--- src/rtl/user_ram_bridge.sv ---
// rtl/user_ram_bridge.sv - CPU valid/ready bus to single-port user RAM controller
//
// Decodes a 4*2^ADDR_BIT byte window at BASE_ADDR and drives one user RAM.
// Reads wait RD_LAT cycles after the first read-enable cycle before sampling
// ram_do_i. Full-word writes go straight to the RAM; byte-masked writes are
// done as read-modify-write. All outputs are registered.
//
// Ports:
//   clk_i, rst_i          clock, asynchronous active-high reset
//   mem_valid_i           request valid, held until mem_ready_o
//   mem_addr_i[31:0]      byte address
//   mem_wdata_i[31:0]     write data
//   mem_wstrb_i[3:0]      byte strobes, 0 = read
//   mem_ready_o           one-cycle completion pulse
//   mem_rdata_o[31:0]     read data, holds last read value
//   ram_wr_en_o           RAM write enable
//   ram_rd_en_o           RAM read enable
//   ram_addr_o            RAM word address
//   ram_di_o[31:0]        RAM write data
//   ram_do_i[31:0]        RAM read data

module user_ram_bridge #(
    parameter int          ADDR_BIT  = 8,
    parameter logic [31:0] BASE_ADDR = 32'h0001_0000,
    parameter int          RD_LAT    = 1
) (
    input  logic                clk_i,
    input  logic                rst_i,
    input  logic                mem_valid_i,
    input  logic [31:0]         mem_addr_i,
    input  logic [31:0]         mem_wdata_i,
    input  logic [3:0]          mem_wstrb_i,
    output logic                mem_ready_o,
    output logic [31:0]         mem_rdata_o,
    output logic                ram_wr_en_o,
    output logic                ram_rd_en_o,
    output logic [ADDR_BIT-1:0] ram_addr_o,
    output logic [31:0]         ram_di_o,
    input  logic [31:0]         ram_do_i
);

    typedef enum logic [2:0] {
        S_IDLE,
        S_RD_WAIT,
        S_RMW_WAIT,
        S_WRITE,
        S_DONE
    } state_t;

    localparam logic [3:0] LAT_LOAD = 4'(RD_LAT);

    state_t              state_q, state_d;
    logic [3:0]          cnt_q, cnt_d;
    logic [ADDR_BIT-1:0] addr_q, addr_d;
    logic [31:0]         wdata_q, wdata_d;
    logic [3:0]          wstrb_q, wstrb_d;
    logic [31:0]         di_q, di_d;
    logic                rd_en_q, rd_en_d;
    logic                wr_en_q, wr_en_d;
    logic                ready_q, ready_d;
    logic [31:0]         rdata_q, rdata_d;

    logic                hit;
    logic [31:0]         merged;
    logic                addr_lsb_unused;

    // Byte address bits [1:0] play no part in a word-wide RAM.
    assign addr_lsb_unused = ^mem_addr_i[1:0];

    assign hit = mem_valid_i &&
                 (mem_addr_i[31:ADDR_BIT+2] == BASE_ADDR[31:ADDR_BIT+2]);

    always_comb begin
        merged = ram_do_i;
        for (int b = 0; b < 4; b++) begin
            if (wstrb_q[b]) begin
                merged[8*b +: 8] = wdata_q[8*b +: 8];
            end
        end
    end

    always_comb begin
        state_d = state_q;
        cnt_d   = cnt_q;
        addr_d  = addr_q;
        wdata_d = wdata_q;
        wstrb_d = wstrb_q;
        di_d    = di_q;
        rd_en_d = rd_en_q;
        wr_en_d = wr_en_q;
        ready_d = 1'b0;
        rdata_d = rdata_q;

        case (state_q)
            S_IDLE: begin
                if (hit) begin
                    addr_d  = mem_addr_i[ADDR_BIT+1:2];
                    wdata_d = mem_wdata_i;
                    wstrb_d = mem_wstrb_i;
                    if (mem_wstrb_i == 4'h0) begin
                        state_d = S_RD_WAIT;
                        rd_en_d = 1'b1;
                        cnt_d   = LAT_LOAD;
                    end else if (mem_wstrb_i == 4'hF) begin
                        state_d = S_WRITE;
                        wr_en_d = 1'b1;
                        di_d    = mem_wdata_i;
                        // A full write lingers one extra cycle in WRITE so it
                        // completes two cycles after its write pulse.
                        cnt_d   = 4'd1;
                    end else begin
                        state_d = S_RMW_WAIT;
                        rd_en_d = 1'b1;
                        cnt_d   = LAT_LOAD;
                    end
                end
            end
            S_RD_WAIT: begin
                if (cnt_q == 4'd0) begin
                    rdata_d = ram_do_i;
                    rd_en_d = 1'b0;
                    ready_d = 1'b1;
                    state_d = S_DONE;
                end else begin
                    cnt_d = cnt_q - 4'd1;
                end
            end
            S_RMW_WAIT: begin
                if (cnt_q == 4'd0) begin
                    di_d    = merged;
                    rd_en_d = 1'b0;
                    wr_en_d = 1'b1;
                    cnt_d   = 4'd0;
                    state_d = S_WRITE;
                end else begin
                    cnt_d = cnt_q - 4'd1;
                end
            end
            S_WRITE: begin
                wr_en_d = 1'b0;
                if (cnt_q == 4'd0) begin
                    ready_d = 1'b1;
                    state_d = S_DONE;
                end else begin
                    cnt_d = cnt_q - 4'd1;
                end
            end
            S_DONE: begin
                // Leave the RAM pins quiet while idle.
                addr_d  = '0;
                di_d    = '0;
                state_d = S_IDLE;
            end
            default: begin
                state_d = S_IDLE;
            end
        endcase
    end

    always_ff @(posedge clk_i or posedge rst_i) begin
        if (rst_i) begin
            state_q <= S_IDLE;
            cnt_q   <= '0;
            addr_q  <= '0;
            wdata_q <= '0;
            wstrb_q <= '0;
            di_q    <= '0;
            rd_en_q <= 1'b0;
            wr_en_q <= 1'b0;
            ready_q <= 1'b0;
            rdata_q <= '0;
        end else begin
            state_q <= state_d;
            cnt_q   <= cnt_d;
            addr_q  <= addr_d;
            wdata_q <= wdata_d;
            wstrb_q <= wstrb_d;
            di_q    <= di_d;
            rd_en_q <= rd_en_d;
            wr_en_q <= wr_en_d;
            ready_q <= ready_d;
            rdata_q <= rdata_d;
        end
    end

    assign mem_ready_o = ready_q;
    assign mem_rdata_o = rdata_q;
    assign ram_wr_en_o = wr_en_q;
    assign ram_rd_en_o = rd_en_q;
    assign ram_addr_o  = addr_q;
    assign ram_di_o    = di_q;

endmodule

--- config.mk ---
export PLATFORM = sky130hd
export DESIGN_NAME = user_ram_bridge
export DESIGN_NICKNAME = d
export VERILOG_FILES = /design/src/rtl/user_ram_bridge.sv
export SDC_FILE = /design/constraint.sdc
export NUM_CORES = 1
export LEC_CHECK = 0
export ABC_AREA = 0
export CAP_MARGIN = 20
export CORE_ASPECT_RATIO = 2
export CORE_MARGIN = 5
export CORE_UTILIZATION = 41
export DETAILED_ROUTE_END_ITERATION = 8
export PLACE_DENSITY = 0.86
export SLEW_MARGIN = 20
export SYNTH_ARGS = -nofsm -noshare
export SYNTH_HDL_FRONTEND = slang
export SYNTH_SLANG_ARGS = --single-unit
--- constraint.sdc ---
create_clock -name clk_i -period 4 [get_ports clk_i]
set_input_delay 1 -clock clk_i [delete_from_list [all_inputs] [get_ports clk_i]]
set_output_delay 1 -clock clk_i [all_outputs]
set_load 0.02 [all_outputs]
==> results of run 1 <==
power breakdown:
group	internal, mW	switching (mW)
Combinational	0.142	0.0968
Clock	0.998	0.514
Sequential	1.21	0.00863
Total	2.35	0.620
state kept, by name (all words and copies together), names as in the netlist, 3 cells and up:
signal,cells
wdata_q,32
mem_rdata_o,32
ram_addr_o,8
cnt_q,4
wstrb_q,4
ram_di_o,32
state_q,3
final cells by class:
cell class / count / area [sq um] / area share (%)
multi-input cells: 267 / 2220 / 28.4
well taps: 150 / 188 / 2.40
repair buffers: 183 / 1840 / 23.6
flip-flops and latches: 118 / 2950 / 37.8
clock inverters: 10 / 130 / 1.67
inverters: 5 / 22.5 / 0.288
clock buffers: 20 / 457 / 5.85
Yosys cell counts, types with 4 or more instances:
| library cell | number | area (sq um) |
|---|---|---|
| o21ai_0 | 36 | 180 |
| mux2i_1 | 33 | 330 |
| mux2_2 | 99 | 1110 |
| inv_1 | 5 | 18.8 |
| clkbuf_1 | 13 | 48.8 |
| nand2_1 | 40 | 150 |
| a22o_1 | 7 | 61.3 |
| buf_1 | 4 | 15.0 |
| a21oi_1 | 4 | 20.0 |
| nor4_1 | 5 | 31.3 |
| dfrtp_1 | 118 | 2950 |
| buf_2 | 4 | 20.0 |
| nor2_1 | 7 | 26.3 |
path summary, 6_finish.rpt:
| kind | start | endpoint | cells after the start |
|---|---|---|---|
| setup / recovery | mem_addr_i[10] | ram_di_o[19] | 7 |
| hold / removal | ram_addr_o[5] | ram_addr_o[5] | 1 |
| setup reg to reg | cnt_q[0] | mem_rdata_o[19] | 6 |
| hold reg to reg | ram_addr_o[5] | ram_addr_o[5] | 1 |
| max in group asynchronous | rst_i | mem_rdata_o[11] | 3 |
| min in group asynchronous | rst_i | mem_rdata_o[28] | 2 |
kinds of logic (layout without fill, tap and decap cells):
group	Yosys count	count (layout)	synth area share (%)
buffers and inverters	29	218	2.58
and+or+nand+nor	71	71	6.41
AOI/OAI and AO/OA	60	60	7.09
muxes	133	133	27.5
adders and majority gates	2	2	0.473
DFF	118	118	55.8
xor gates and xnor gates	1	1	0.165
through the flow:
stage / hold slack [ns] / instance area (sq um) / total power [mW] / util [%] / std cells
floorplan: 0.465 / 5300 / 1.32 / - / 414
global placement: 0.472 / 7210 / 1.47 / 57.1 / 722
detailed placement: 0.481 / 7210 / 1.48 / 57.1 / 722
CTS: 0.499 / 7800 / 3.00 / 61.8 / 752
global route: 0.522 / 7810 / 3.08 / 61.9 / 753
finish: 0.497 / 7810 / 2.97 / 61.9 / 753
metal layers:
| metal | vias to the layer above | track usage, % | share of wire (%) |
|---|---|---|---|
| met1 | 2065 | 19.2 | 33 |
| met2 | 141 | 38.7 | 58 |
| met4 | 0 | 10.4 | 4.2 |
| li1 | 1850 | - | - |
| met5 | - | 0 | 0 |
| met3 | 40 | 5.28 | 4.7 |
==> flow_metrics.py, run 1 <==
metrics = {
    "die": {
        "die-area_sq_um": 15400,
        "rows": 58,
        "start_util_pct": 41.9,
        "die_w_um": 90.4,
        "fp.coreArea_sq_um": 12600,
        "fp.dieH_um": 171,
        "boundaryPins": 178,
    },
    "power_and_ir_drop": {
        "power_leakage_nw": 3.47,
        "ir_drop_v": 0.000336,
        "powerDensity_nw_per_um2": 380,
    },
    "drt": {
        "dr_total_vias": 4096,
        "viasPerCell": 5.44,
        "routed_wl_um": 15200,
        "ant_nets": 0,
        "routedWlPerCell_um": 20.2,
        "drc": 0,
        "initialDrtViolationCount": 102,
        "drtPass1Iterations": 4,
    },
    "clocking": {
        "clk_path_buf_depth": 2,
        "cts.sinks": 118,
        "cts_tree": "yes",
        "ctsHtreeMaxLevel": 4,
        "cts_setup_buffers": 0,
        "path_clk_slew_ns": 0.05,
        "cts_resized": 0,
        "holdBufCountCts": 0,
        "cts_root_buffer": "clkbuf_16",
        "clk-insertion-delay-late_ns": 0.40,
        "cts_inserted_buffers": 17,
    },
    "cells_and_area": {
        "n_antenna_cell": 0,
        "layout-drive-gt1-share_pct": 23.5,
        "final_cell_mix": "clkdlybuf4s50_1 (175), dfrtp_1 (118), mux2_2 (99), nand2_1 (40), o21ai_0 (36)",
        "nFillCells": 995,
        "syn_to_final_growth_pct": 47.6,
        "fin_nets": 697,
        "layout_commonest_cell": "clkdlybuf4s50_1",
    },
    "critical_path": {
        "cp_top_family": "simple AND/OR/NAND/NOR gates",
        "cp_num_buf_inv": 2,
        "cp_max_fo": 18,
        "critical_path_class": "input pin to register",
        "r2r_slack_ns": 1.42,
        "required_ns": 4.28,
        "cp-start-kind": "input pin",
        "max_stage_delay_ns": 0.47,
        "critical-path-slowest-cell": "or3_1",
        "cp.arrival_ns": 3.44,
        "crit_path_end_kind": "register",
        "cp_cell_sequence": "clkdlybuf4s50_1, nor4b_1, nand4_1, or3_1, a221oi_4, buf_4, mux2_2",
    },
    "synthesis": {
        "synth-seq-cells": 118,
        "syn_inst": 414,
        "synth_edf_count": 0,
        "syn_area_sq_um": 5290,
        "yosys_warnings": 0,
        "async_reset_ff_share_pct": 100,
        "synth_nets": 519,
        "yosysSeqAreaShare_pct": 55.8,
        "synthFlopType": "dfrtp_1",
        "avgSynthCellArea_sq_um": 12.8,
        "synth_cell_type_count": 38,
    },
    "sta": {
        "rsz0062_at_grt": "no",
        "setup_violations": 0,
        "max_slew.worst_pin.slew_ns": 0.743,
        "final.setup.tns_ns": 0,
        "max_freq_mhz": 316,
        "fin_crit_sh_pct": 79.1,
        "slew_viol_final": 0,
        "clock_skew_ns": 0.00813,
        "finalHoldViolations": 0,
        "max_slew_margin_pct": 50.3,
        "layout_setup_ws_ns": 0.835,
        "period_needed_ns": 3.16,
    },
    "global_route": {
        "grt_max_degree": 51,
        "grt_pass1_vias": 4596,
        "grt_use_total_pct": 20.1,
        "overflow": 0,
        "grt_pass1_wl_um": 24400,
        "antenna_found_initial": 0,
    },
    "min_path": {
        "worstHoldPathType": "register to register",
    },
    "place": {
        "gp_congestion": 0.811,
        "dp_hpwl_um": 11000,
        "portBuffers": 175,
        "dpl_worst_slack_ns": 0.412,
    },
    "flow_run": {
        "maxCapViolCount": 0,
    },
    "status": {
        "status": "completed",
    },
}
Power figures use the tool's default switching activity.
==> inputs of run 2 (changes only) <==
Settings changed: CORE_UTILIZATION 41 to 46, PLACE_DENSITY 0.86 to 0.91.
Clock period 4 ns to 3.2 ns, I/O delays scaled along.
==> run 2 against run 1 <==
Core utilization grew 8.4 points. Highest routed layer unchanged. Largest cell class unchanged. Critical path type unchanged. Non-clock buffer count is 4 higher. Clock power increased by 38%.
==> flow_metrics.py, run 2 (same netlist as run 1, synthesis figures left out) <==
metrics = {
    "place": {
        "dp_hpwl_um": 11400,
        "dpl.cell_count": 719,
        "gp_congestion": 0.855,
        "portBuffers": 175,
    },
    "die": {
        "fp.coreArea_sq_um": 11300,
        "die-area_sq_um": 13900,
        "fp.dieH_um": 162,
        "start_util_pct": 46.9,
        "die_w_um": 85.9,
        "rows": 55,
        "boundaryPins": 178,
    },
    "global_route": {
        "grt_use_total_pct": 23.2,
        "use_met2_pct": 42.4,
        "overflow": 0,
        "grt_pass1_vias": 4691,
        "grt.busiest_layer": "met2",
        "grt_util_met1_pct": 23.3,
        "antenna_found_initial": 1,
        "grt_pass1_wl_um": 24600,
        "grt_max_degree": 60,
        "grt_util_met3_pct": 5.84,
    },
    "drt": {
        "routedWlPerCell_um": 20.9,
        "dr_total_vias": 4133,
        "initialDrtViolationCount": 143,
        "drc": 0,
        "routed_wl_um": 15700,
        "ant_nets": 0,
        "viasPerCell": 5.50,
        "drtPass1Iterations": 5,
    },
    "critical_path": {
        "crit_path_end_kind": "register",
        "cp_cell_sequence": "clkdlybuf4s50_1, nor4b_1, nand4_1, or3_1, a221oi_4, buf_12, mux2_2",
        "cp_top_family": "simple AND/OR/NAND/NOR gates",
        "max_stage_delay_ns": 0.48,
        "cp_num_buf_inv": 2,
        "cp_max_fo": 17,
        "critical_path_class": "input pin to register",
        "required_ns": 3.48,
        "critical-path-slowest-cell": "or3_1",
        "cp-start-kind": "input pin",
        "cp.arrival_ns": 3.17,
    },
    "clocking": {
        "ctsHtreeMaxLevel": 4,
        "cts_resized": 0,
        "path_clk_slew_ns": 0.05,
        "clk_path_buf_depth": 2,
        "cts_setup_buffers": 0,
        "cts.sinks": 118,
        "cts_inserted_buffers": 17,
        "cts_root_buffer": "clkbuf_16",
        "clk-insertion-delay-late_ns": 0.41,
        "holdBufCountCts": 0,
        "cts_tree": "yes",
    },
    "sta": {
        "setup_violations": 0,
        "rsz0062_at_grt": "no",
        "max_slew_margin_pct": 48.4,
        "fin_crit_sh_pct": 90.4,
        "period_needed_ns": 2.89,
        "slew_viol_final": 0,
        "clock_skew_ns": 0.00867,
        "max_slew.worst_pin.slew_ns": 0.773,
        "hold_slack_ns": 0.496,
        "finalHoldViolations": 0,
        "max_freq_mhz": 346,
    },
    "min_path": {
        "worstHoldPathType": "register to register",
    },
    "power_and_ir_drop": {
        "ir_drop_v": 0.000447,
        "combPwrFrac_pct": 7.7,
        "p_switching_mw": 0.789,
        "seqPwrFrac_pct": 38.9,
        "power_leakage_nw": 3.52,
        "p_int_mw": 3.13,
        "clockPowerShare_pct": 53.4,
        "power_switching_share_pct": 20.1,
        "powerDensity_nw_per_um2": 495,
    },
    "cells_and_area": {
        "layout_commonest_cell": "clkdlybuf4s50_1",
        "layout-drive-gt1-share_pct": 23.8,
        "fin_cells": 751,
        "fin_nets": 701,
        "final_cell_mix": "clkdlybuf4s50_1 (175), dfrtp_1 (118), mux2_2 (99), nand2_1 (40), o21ai_0 (36)",
        "syn_to_final_growth_pct": 49.7,
        "nFillCells": 783,
    },
    "status": {
        "status": "completed",
    },
    "flow_run": {
        "maxCapViolCount": 0,
    },
}
## run 2: cell count changes in the layout (fill, tap and decap cells not counted)
cell / previous run / this run
buf_12: 2 / 5
clkbuf_1: 1 / 3
diode_2: 0 / 1
clkinv_2: 5 / 1
buf_8: 1 / 0
clkbuf_8: 2 / 3
buf_4: 5 / 7
bufinv_16: 3 / 5
## run 2: worst paths after layout
path,start,endpoint,slack [ns],cells past startpoint
max,mem_addr_i[11],ram_di_o[14],0.31,7
min in group asynchronous,rst_i,mem_rdata_o[31],0.88,2
min reg2reg,ram_di_o[23],ram_di_o[23],0.50,1
max in group asynchronous,rst_i,mem_rdata_o[11],1.57,3
min,ram_di_o[23],ram_di_o[23],0.50,1
max reg2reg,state_q[2],ram_di_o[28],0.86,6
## run 2: per-layer routing
metal | part of all wire [%] | up-vias
met5 | 0 | -
met4 | 4.1 | 0
met3 | 5.6 | 37
met2 | 57 | 156
met1 | 33 | 2089
li1 | - | 1851
## run 2: cell type report
cell class                      count  area, sq um  area share (%)
Sequential cell                   118         2950            37.3
Multi-Input combinational cell    267         2220            28.0
Timing Repair Buffer              187         1900            24.0
Clock buffer                       23          478            6.03
Tap cell                          142          178            2.24
Clock inverter                      8          170            2.15
Inverter                            5         22.5           0.284
Antenna cell                        1         2.50          0.0316
## run 2: stage by stage
step	setup slack [ns]	power (mW)	TNS, ns	util [%]	area [sq um]
6_report	0.308	3.92	0	70.2	7930
3_3_place_gp	-0.0758	1.84	-2.31	64.5	7280
3_5_place_dp	-0.143	1.85	-4.14	64.5	7280
2_1_floorplan	0.552	1.65	0	-	5300
4_1_cts	0.273	3.95	0	70.2	7920
5_1_grt	0.172	4.05	0	70.2	7930
## run 2: worst register-to-register path, delay by kind of cell, from the launching register on
family                 cells  cell delay, ns
flip-flops                 1            0.68
multiplexers               1            0.33
AND/OR/NAND/NOR            2            0.52
XOR/XNOR                   1            0.19
buffers and inverters      1            0.40
AO/OA/AOI/OAI              1            0.11
## run 2: power groups by stage
| stage | Clock (mW) | Sequential (mW) | Combinational, mW |
|---|---|---|---|
| floorplan | 0 | 1.58 | 0.0678 |
| global placement | 0 | 1.55 | 0.291 |
| CTS | 2.12 | 1.53 | 0.306 |
| detailed placement | 0 | 1.55 | 0.303 |
| finish | 2.09 | 1.53 | 0.302 |
| global route | 2.20 | 1.53 | 0.325 |
==> inputs of run 3 (changes only) <==
Settings changed: GPL_TIMING_DRIVEN set to 0, REMOVE_ABC_BUFFERS set to 1.
==> run 3 against run 2 <==
Sequential power hardly changed. Setup slack worse by 0.073 ns. Global-route usage is 0.33 points lower. Sequential share of layout area is 0.27 points higher. Die area stayed put. Total power is 5.5% lower. Non-clock buffer count is 2 lower. Fmax is 2.5% lower. Critical path type unchanged. Largest power group unchanged.
==> flow_metrics.py, run 3 (same netlist as run 1, synthesis figures left out) <==
metrics = {
    "sta": {
        "clock_skew_ns": 0.00905,
        "final.setup.tns_ns": 0,
        "fin_crit_sh_pct": 92.7,
        "finalHoldViolations": 0,
        "rsz0062_at_grt": "no",
        "layout_setup_ws_ns": 0.234,
        "hold_slack_ns": 0.502,
        "setup_violations": 0,
        "period_needed_ns": 2.97,
        "max_slew_margin_pct": 51.2,
        "max_slew.worst_pin.slew_ns": 0.730,
        "slew_viol_final": 0,
        "max_freq_mhz": 337,
    },
    "place": {
        "dpl.cell_count": 716,
        "dpl_worst_slack_ns": -0.559,
        "portBuffers": 175,
        "dp_hpwl_um": 11200,
        "gp_congestion": 0.798,
    },
    "power_and_ir_drop": {
        "powerDensity_nw_per_um2": 471,
        "power_leakage_nw": 3.50,
        "ir_drop_v": 0.000456,
    },
    "status": {
        "status": "completed",
    },
    "drt": {
        "ant_nets": 0,
        "viasPerCell": 5.54,
        "routed_wl_um": 15300,
        "drtPass1Iterations": 5,
        "drc": 0,
        "initialDrtViolationCount": 203,
        "routedWlPerCell_um": 20.4,
        "dr_total_vias": 4158,
    },
    "critical_path": {
        "cp.arrival_ns": 3.25,
        "crit_path_end_kind": "register",
        "required_ns": 3.48,
        "r2r_slack_ns": 0.59,
        "cp-start-kind": "input pin",
        "critical_path_class": "input pin to register",
        "reg2regPathDepth": 7,
        "cp_max_fo": 14,
    },
    "cells_and_area": {
        "fin_cells": 750,
        "nFillCells": 785,
        "final_cell_mix": "clkdlybuf4s50_1 (175), dfrtp_1 (118), mux2_2 (99), nand2_1 (39), o21ai_0 (36)",
        "syn_to_final_growth_pct": 48.6,
        "fin_nets": 699,
        "layout-drive-gt1-share_pct": 24.2,
        "layout_commonest_cell": "clkdlybuf4s50_1",
    },
    "global_route": {
        "grt_use_total_pct": 22.8,
        "antenna_found_initial": 1,
        "grt_max_degree": 62,
        "grt_pass1_wl_um": 24200,
        "overflow": 0,
        "grt_pass1_vias": 4605,
    },
    "clocking": {
        "cts.sinks": 118,
        "path_clk_slew_ns": 0.06,
        "ctsHtreeMaxLevel": 4,
        "clk-insertion-delay-late_ns": 0.40,
        "cts_inserted_buffers": 17,
        "clk_path_buf_depth": 2,
        "cts_tree": "yes",
        "cts_root_buffer": "clkbuf_16",
    },
    "min_path": {
        "worstHoldPathType": "register to register",
        "min_path_cells": 1,
    },
    "die": {
        "fp.dieH_um": 162,
        "boundaryPins": 178,
        "die-area_sq_um": 13900,
        "rows": 55,
        "start_util_pct": 46.9,
        "fp.coreArea_sq_um": 11300,
        "die_w_um": 85.9,
    },
    "flow_run": {
        "maxCapViolCount": 0,
    },
}
-- run 3: changes by cell type in the layout (fill, tap and decap cells not counted), sizes merged --
cell / before / now
bufinv: 5 / 3
buf: 12 / 10
clkbuf: 23 / 19
clkinvlp: 3 / 4
clkinv: 1 / 6
inv: 4 / 5
-- run 3: area by class of cell --
cell class                      count  area (sq um)  area share, %
Sequential cell                   118          2950           37.5
Multi-Input combinational cell    267          2230           28.3
Timing Repair Buffer              185          1890           24.1
Clock buffer                       19           433           5.50
Tap cell                          142           178           2.26
Clock inverter                     13           158           2.00
Inverter                            5          23.8          0.302
Antenna cell                        1          2.50         0.0318
-- run 3: stage by stage --
| step | instance area [sq um] | total power [mW] | utilization (%) |
|---|---|---|---|
| after floorplan | 5180 | 1.64 | - |
| after global placement | 7110 | 1.83 | 63.0 |
| after detailed placement | 7260 | 1.85 | 64.3 |
| after CTS | 7860 | 3.74 | 69.6 |
| after global routing | 7870 | 3.84 | 69.7 |
| final | 7870 | 3.71 | 69.7 |
-- run 3: repair_timing --
item,in CTS,in global routing
hold buffers,0,0
pin swaps,1,1
endpoints found under the setup margin,27,32
buffers inserted,1,0
resized for setup,0,1
-- run 3: worst max-delay path, cell delays in order --
cell and delay [ns]:
clkdlybuf4s50_1 0.42, nor4b_2 0.32, nand4_1 0.26, or3_1 0.48, a221oi_4 0.35, buf_6 0.24, mux2_2 0.37
-- run 3: worst paths after layout --
check	startpoint	endpoint
worst max-delay path	mem_addr_i[11]	ram_di_o[6]
min in group asynchronous	rst_i	ram_addr_o[5]
worst min-delay path	ram_addr_o[3]	ram_addr_o[3]
worst max register to register	cnt_q[0]	ram_di_o[6]
max in group asynchronous	rst_i	mem_ready_o
worst min register to register	ram_addr_o[3]	ram_addr_o[3]
-- run 3: metal layers --
layer  vias up  GRT usage (%)  wire length, um  part of all wire, %
li1       1857              -                -                    -
met1      2078           22.8             4990                   33
met2       171           42.7             8800                   58
met3        52           4.87              769                  5.0
met4         0           12.4              733                  4.8
met5         -              0                0                    0
-- run 3: report_power, final --
group | internal, mW | switching (mW) | total, mW
clock | 1.22 | 0.664 | 1.88
combinational | 0.178 | 0.121 | 0.298
sequential | 1.51 | 0.0108 | 1.53
total | 2.91 | 0.795 | 3.71
